**src/rtl/ahb_lite_sram.sv**
```systemverilog
// AHB-Lite slave SRAM: byte/halfword/word little-endian access on a 32-bit bus,
// programmable wait states per data phase and a two-cycle ERROR response.
module ahb_lite_sram #(
    parameter logic [31:0] BASE_ADDR     = 32'h0000_0000,
    parameter logic [31:0] SIZE_IN_BYTES = 32'h100,
    parameter int          WAIT_STATES   = 0
) (
    input  logic        HCLK,
    input  logic        HRESET,
    input  logic        HSEL,
    input  logic [31:0] HADDR,
    input  logic [1:0]  HTRANS,
    input  logic        HWRITE,
    input  logic [2:0]  HSIZE,
    input  logic [2:0]  HBURST,
    input  logic [31:0] HWDATA,
    input  logic        HREADY,
    output logic        HREADYOUT,
    output logic [31:0] HRDATA,
    output logic [1:0]  HRESP
);

    localparam int DEPTH = int'(SIZE_IN_BYTES >> 2);
    localparam int AW    = (DEPTH > 1) ? $clog2(DEPTH) : 1;
    localparam int OW    = AW + 2;

    localparam logic [2:0] S_IDLE   = 3'd0;
    localparam logic [2:0] S_WAIT   = 3'd1;
    localparam logic [2:0] S_ACCESS = 3'd2;
    localparam logic [2:0] S_ERR1   = 3'd3;
    localparam logic [2:0] S_ERR2   = 3'd4;

    localparam logic [3:0] W_LOAD = (WAIT_STATES > 0) ? 4'(WAIT_STATES - 1) : 4'd0;

    logic [2:0]    r_state;
    logic [2:0]    w_next;
    logic [3:0]    r_cnt;
    logic [OW-1:0] r_off;
    logic          r_write;
    logic [1:0]    r_size;

    // Storage starts at zero; reset deliberately leaves it alone.
    logic [31:0]   r_mem [0:DEPTH-1] = '{default: 32'h0};

    logic [31:0]   w_off;
    logic          w_accept;
    logic          w_err;
    logic          w_eval;
    logic [3:0]    w_be;
    logic [AW-1:0] w_idx;
    logic          w_unused;

    // HBURST is ignored: every beat carries its own address.
    assign w_unused = ^{HTRANS[0], HBURST};

    assign w_off    = HADDR - BASE_ADDR;
    assign w_accept = HSEL & HREADY & HTRANS[1];
    assign w_err    = (w_off >= SIZE_IN_BYTES)
                    | (HSIZE > 3'b010)
                    | ((HSIZE == 3'b001) & HADDR[0])
                    | ((HSIZE == 3'b010) & (HADDR[1:0] != 2'b00));
    // A new address phase can only be taken in a state that drives HREADYOUT high.
    assign w_eval   = (r_state == S_IDLE) | (r_state == S_ACCESS) | (r_state == S_ERR2);
    assign w_idx    = r_off[OW-1:2];

    // Next-state selection
    always_comb begin
        w_next = r_state;
        case (r_state)
            S_IDLE, S_ACCESS, S_ERR2: begin
                if (!w_accept)             w_next = S_IDLE;
                else if (w_err)            w_next = S_ERR1;
                else if (WAIT_STATES > 0)  w_next = S_WAIT;
                else                       w_next = S_ACCESS;
            end
            S_WAIT:  if (r_cnt == 4'd0) w_next = S_ACCESS;
            S_ERR1:  w_next = S_ERR2;
            default: w_next = S_IDLE;
        endcase
    end

    // State, wait counter and data-phase registers
    always_ff @(posedge HCLK or posedge HRESET) begin
        if (HRESET) begin
            r_state <= S_IDLE;
            r_cnt   <= 4'd0;
            r_off   <= '0;
            r_write <= 1'b0;
            r_size  <= 2'd0;
        end else begin
            r_state <= w_next;
            if (w_eval && w_accept) begin
                r_off   <= w_off[OW-1:0];
                r_write <= HWRITE;
                r_size  <= HSIZE[1:0];
            end
            if (w_eval && w_accept && !w_err)
                r_cnt <= W_LOAD;
            else if (r_state == S_WAIT && r_cnt != 4'd0)
                r_cnt <= r_cnt - 4'd1;
        end
    end

    // Byte-lane enables from the registered offset and size
    always_comb begin
        case (r_size)
            2'd0:    w_be = 4'b0001 << r_off[1:0];
            2'd1:    w_be = r_off[1] ? 4'b1100 : 4'b0011;
            default: w_be = 4'b1111;
        endcase
    end

    // Write commits on the edge that closes ACCESS; an async reset clears the
    // state first, so a pending write is dropped.
    always_ff @(posedge HCLK) begin
        if (r_state == S_ACCESS && r_write) begin
            for (int b = 0; b < 4; b++)
                if (w_be[b]) r_mem[w_idx][8*b +: 8] <= HWDATA[8*b +: 8];
        end
    end

    // Outputs decoded from state; read data is combinational from the array
    always_comb begin
        HREADYOUT = !((r_state == S_WAIT) || (r_state == S_ERR1));
        HRESP     = ((r_state == S_ERR1) || (r_state == S_ERR2)) ? 2'b01 : 2'b00;
        HRDATA    = (r_state == S_ACCESS && !r_write) ? r_mem[w_idx] : 32'h0;
    end

endmodule

```
**config.mk**
```make
export PLATFORM = sky130hd
export DESIGN_NAME = ahb_lite_sram
export DESIGN_NICKNAME = d
export VERILOG_FILES = /design/src/rtl/ahb_lite_sram.sv
export SDC_FILE = /design/constraint.sdc
export NUM_CORES = 2
export LEC_CHECK = 0
export BUFFER_PORTS_ARGS = -buffer_cell sky130_fd_sc_hd__clkbuf_2
export CAP_MARGIN = 20
export CORE_MARGIN = 4
export CORE_UTILIZATION = 40
export CTS_CLUSTER_SIZE = 30
export DETAILED_ROUTE_END_ITERATION = 12
export SLEW_MARGIN = 20
export SYNTH_ARGS = -nofsm -noshare
export SYNTH_HDL_FRONTEND = slang
export SYNTH_SLANG_ARGS = --single-unit
```
**constraint.sdc**
```tcl
create_clock -name HCLK -period 2 [get_ports HCLK]
set_input_delay 0.2 -clock HCLK [delete_from_list [all_inputs] [get_ports HCLK]]
set_output_delay 0.2 -clock HCLK [all_outputs]
set_load 0.005 [all_outputs]
```
==> results.md <==
* Overflow after GRT at 0
* Largest net degree at the start of global routing at 65
* Die area at 205000 µm²
* Total power at 108000 µW
* H-tree depth at 4
* Place WS at -1.20 ns
* Synth-to-layout area growth at 28.5%
* GRT Resource Usage Total at 22.3%
* Crit path time final at 3.69 ns
* Relative slew slack at 43.7%
* First-pass GRT wire length at 329000 µm
* Core Area at 197000 µm²
* Synth top area share at 77.6%
* Post-synthesis register bit count at 2066
* Fin. Hold Viols at 0
* Site row count at 163
* Final WS setup at -1.69 ns
* Worst hold slack at 0.0206 ns
* WL/cell at 29.7 µm
* FFs w/ async S/R, synth at 0.871%
* Most frequent cells in the layout: edfxtp_1, buf_4, mux4_2
* Fin. max-slew vios at 0
* Syn avg cell area at 19.5 µm²
* Critical path data required time at 1.80 ns
* Synth Net Count at 4135
* Static leakage at 0.0332 µW
* Worst R2R Path Depth at 12
* Maxcap violations at 0
* Vias in the first global route at 45.1k
* Longest Clk Path Bufs at 3
* Starting DRT DRC Count at 5742
* Final GP Congestion at 0.935
* DR vias/cell at 5.76
* Post-DP HPWL at 151000 µm
* Mapped Area at 79300 µm²
* First-pass DRT Iterations at 6
* Total Routed Length at 234000 µm
* Fmax at 271 MHz
* Reg2reg setup slack at -0.69 ns
* Crit Path Category: reg2out
* Tcrit/Tclk final at 185%
* Start point of the critical path: r_off[2]$_DFFE_PP0P_
* Hold Crit Class: in2reg
* Number of port buffers at 106
* Initial antenna violation count at 13
* EDFF count, synth at 2048
* Initial Utilization at 40.2%
* Ys Warns at 0
* Crit end category: output pin
* Top_reg_cell synth: edfxtp_1
* RSZ-0062 raised after global routing: true
* Critical R2R Capture: r_mem[57][17]$_DFFE_PP_
* Vias at 45.4k
* Largest fanout on the critical path at 10
* Syn Inst Count at 4057
* Worst R2R Start: r_off[2]$_DFFE_PP0P_
* Synth unique cells at 63
* VDD IR max at 733 µV
* Final nets at 5145
* Cell count after placement at 7332
* Area contributors post-synth: edfxtp_1, mux4_2, a221oi_1
* Sequential area share after synthesis at 78.1%
* Layout cells sized above 1 at 38.6%
* Clock root buffer master: clkbuf_16
* Worst slew pin tran at 0.845 ns
* PD cells at 1060 nW/µm²
* Setup violators final at 2096
* CP Data Arrival Time at 3.49 ns
* Clock latency at the later pin of the worst-skew pair at 0.85 ns
* CTS Sinks at 2066
* Die height at 453 µm
* Io pins at 112
* DP Area at 89900 µm²
* Antenna violation net count after detailed routing at 0
* Setup crit end: HRDATA[2]
* Die X at 453 µm
* Final instance area at 102000 µm²
* Non-filler instance count after layout at 7874
* Critical Path Start Type: register
* Commonest non-fill, non-tap cell in the layout: edfxtp_1
* Worst Clk Skew at 0.0500 ns
* # fillers at 15.5k
* Num CTS Buffers at 205
* Worst-path clk slew at 0.06 ns
* Drt drc at 0
* Failing checks: setup timing
* CTS tree: done
* Outcome: finished, violations left
* Synth area leader: edfxtp_1
state kept, by name, indices dropped and copies added, names as in the netlist:
| register | flops |
|---|---|
| r_off | 8 |
| r_mem | 2048 |
| r_write | 1 |
| r_size | 2 |
| r_cnt | 4 |
| r_state | 3 |
worst max-delay path: stages (launching register included):
cell and delay [ns]:
dfrtp_4 0.45, buf_12 0.15, buf_16 0.19, buf_12 0.15
mux4_2 0.54, mux2i_4 0.24, o22ai_1 0.13, nor2_2 0.17
buf_4 0.14, a31oi_2 0.11, buf_4 0.21, clkbuf_2 0.12
power by group:
part           leakage, µW  total [µW]  switching, µW  internal (µW)
Combinational       0.0114       22400          12100          10300
Sequential          0.0186       47900            126          47800
Clock              0.00316       37300          16300          21000
through the flow:
step	TNS (ns)	util, %
3_5_place_dp	-750.56	45.6
2_1_floorplan	-139.57	-
6_report	-942.05	51.6
5_1_grt	-994.37	51.6
3_3_place_gp	-723.69	45.6
4_1_cts	-891.57	50.6
what timing repair did:
action / in CTS / in global routing
pin swaps: 96 / 105
buffers inserted: 60 / 60
cloned: 18 / 7
hold buffers: 43 / 0
endpoints found under the setup margin: 2081 / 2096
resized for setup: 397 / 306
hold endpoints to repair: 777 / 0
logic make-up after synthesis:
family	synth area share [%]
DFF	78.1
adders and majority gates	0.0158
buffers and inverters	1.92
AOI/OAI and AO/OA	7.21
muxes	10.1
other	0.00473
and+or+nand+nor	2.58
xor gates and xnor gates	0.0221
cells in the mapped netlist (4+ instances only):
cell type     n
and3_1        4
mux4_2      275
nand2_1      87
edfxtp_1   2048
o211ai_1     60
buf_4        36
a22oi_1     206
nor3_1        4
and3b_1       6
nor2_1      331
o22a_1        5
o21ai_0      10
buf_2       107
a311oi_1     28
buf_1        16
dfrtp_1      18
a211oi_1      4
o21a_1        4
nor2b_1       5
o21ai_1       4
a221oi_1    247
nor4_1        7
mux2i_1     161
buf_6        14
clkbuf_1    116
o22ai_1      93
a31oi_1      35
mux2_2       18
nand3b_1     11
a21oi_1      40
inv_1         6
layer usage:
metal,vias to the layer above,share of wire [%],global-route usage (%)
met5,-,0.014,0
met1,23700,39,30.3
met4,6,5.2,10.2
li1,19100,-,-
met3,435,8.4,4.43
met2,2115,47,34.8
how the worst min path moves through the flow:
stage               start                       to  slack [ns]  depth (start not counted)
2_1_floorplan      HRESET     r_cnt[0]$_DFFE_PP0P_        0.14                          1
3_3_place_gp       HRESET    r_size[0]$_DFFE_PP0P_        0.28                          3
3_5_place_dp       HRESET      r_write$_DFFE_PP0P_        0.29                          3
4_1_cts        HWDATA[15]  r_mem[47][15]$_DFFE_PP_       0.003                          2
5_1_grt         HWDATA[3]   r_mem[27][3]$_DFFE_PP_        0.04                          2
6_report        HWDATA[3]   r_mem[25][3]$_DFFE_PP_        0.02                          2
final cells by class:
type | count | area [µm²] | area share [%]
Sequential cell | 2066 | 62000 | 60.8
Multi-Input combinational cell | 1692 | 18400 | 18.1
Timing Repair Buffer | 1095 | 11600 | 11.4
Clock buffer | 254 | 5340 | 5.24
Tap cell | 2640 | 3300 | 3.24
Clock inverter | 115 | 1150 | 1.13
Inverter | 7 | 33.8 | 0.0332
Antenna cell | 5 | 12.5 | 0.0123
No activity file was read; power rests on OpenSTA's default activity.
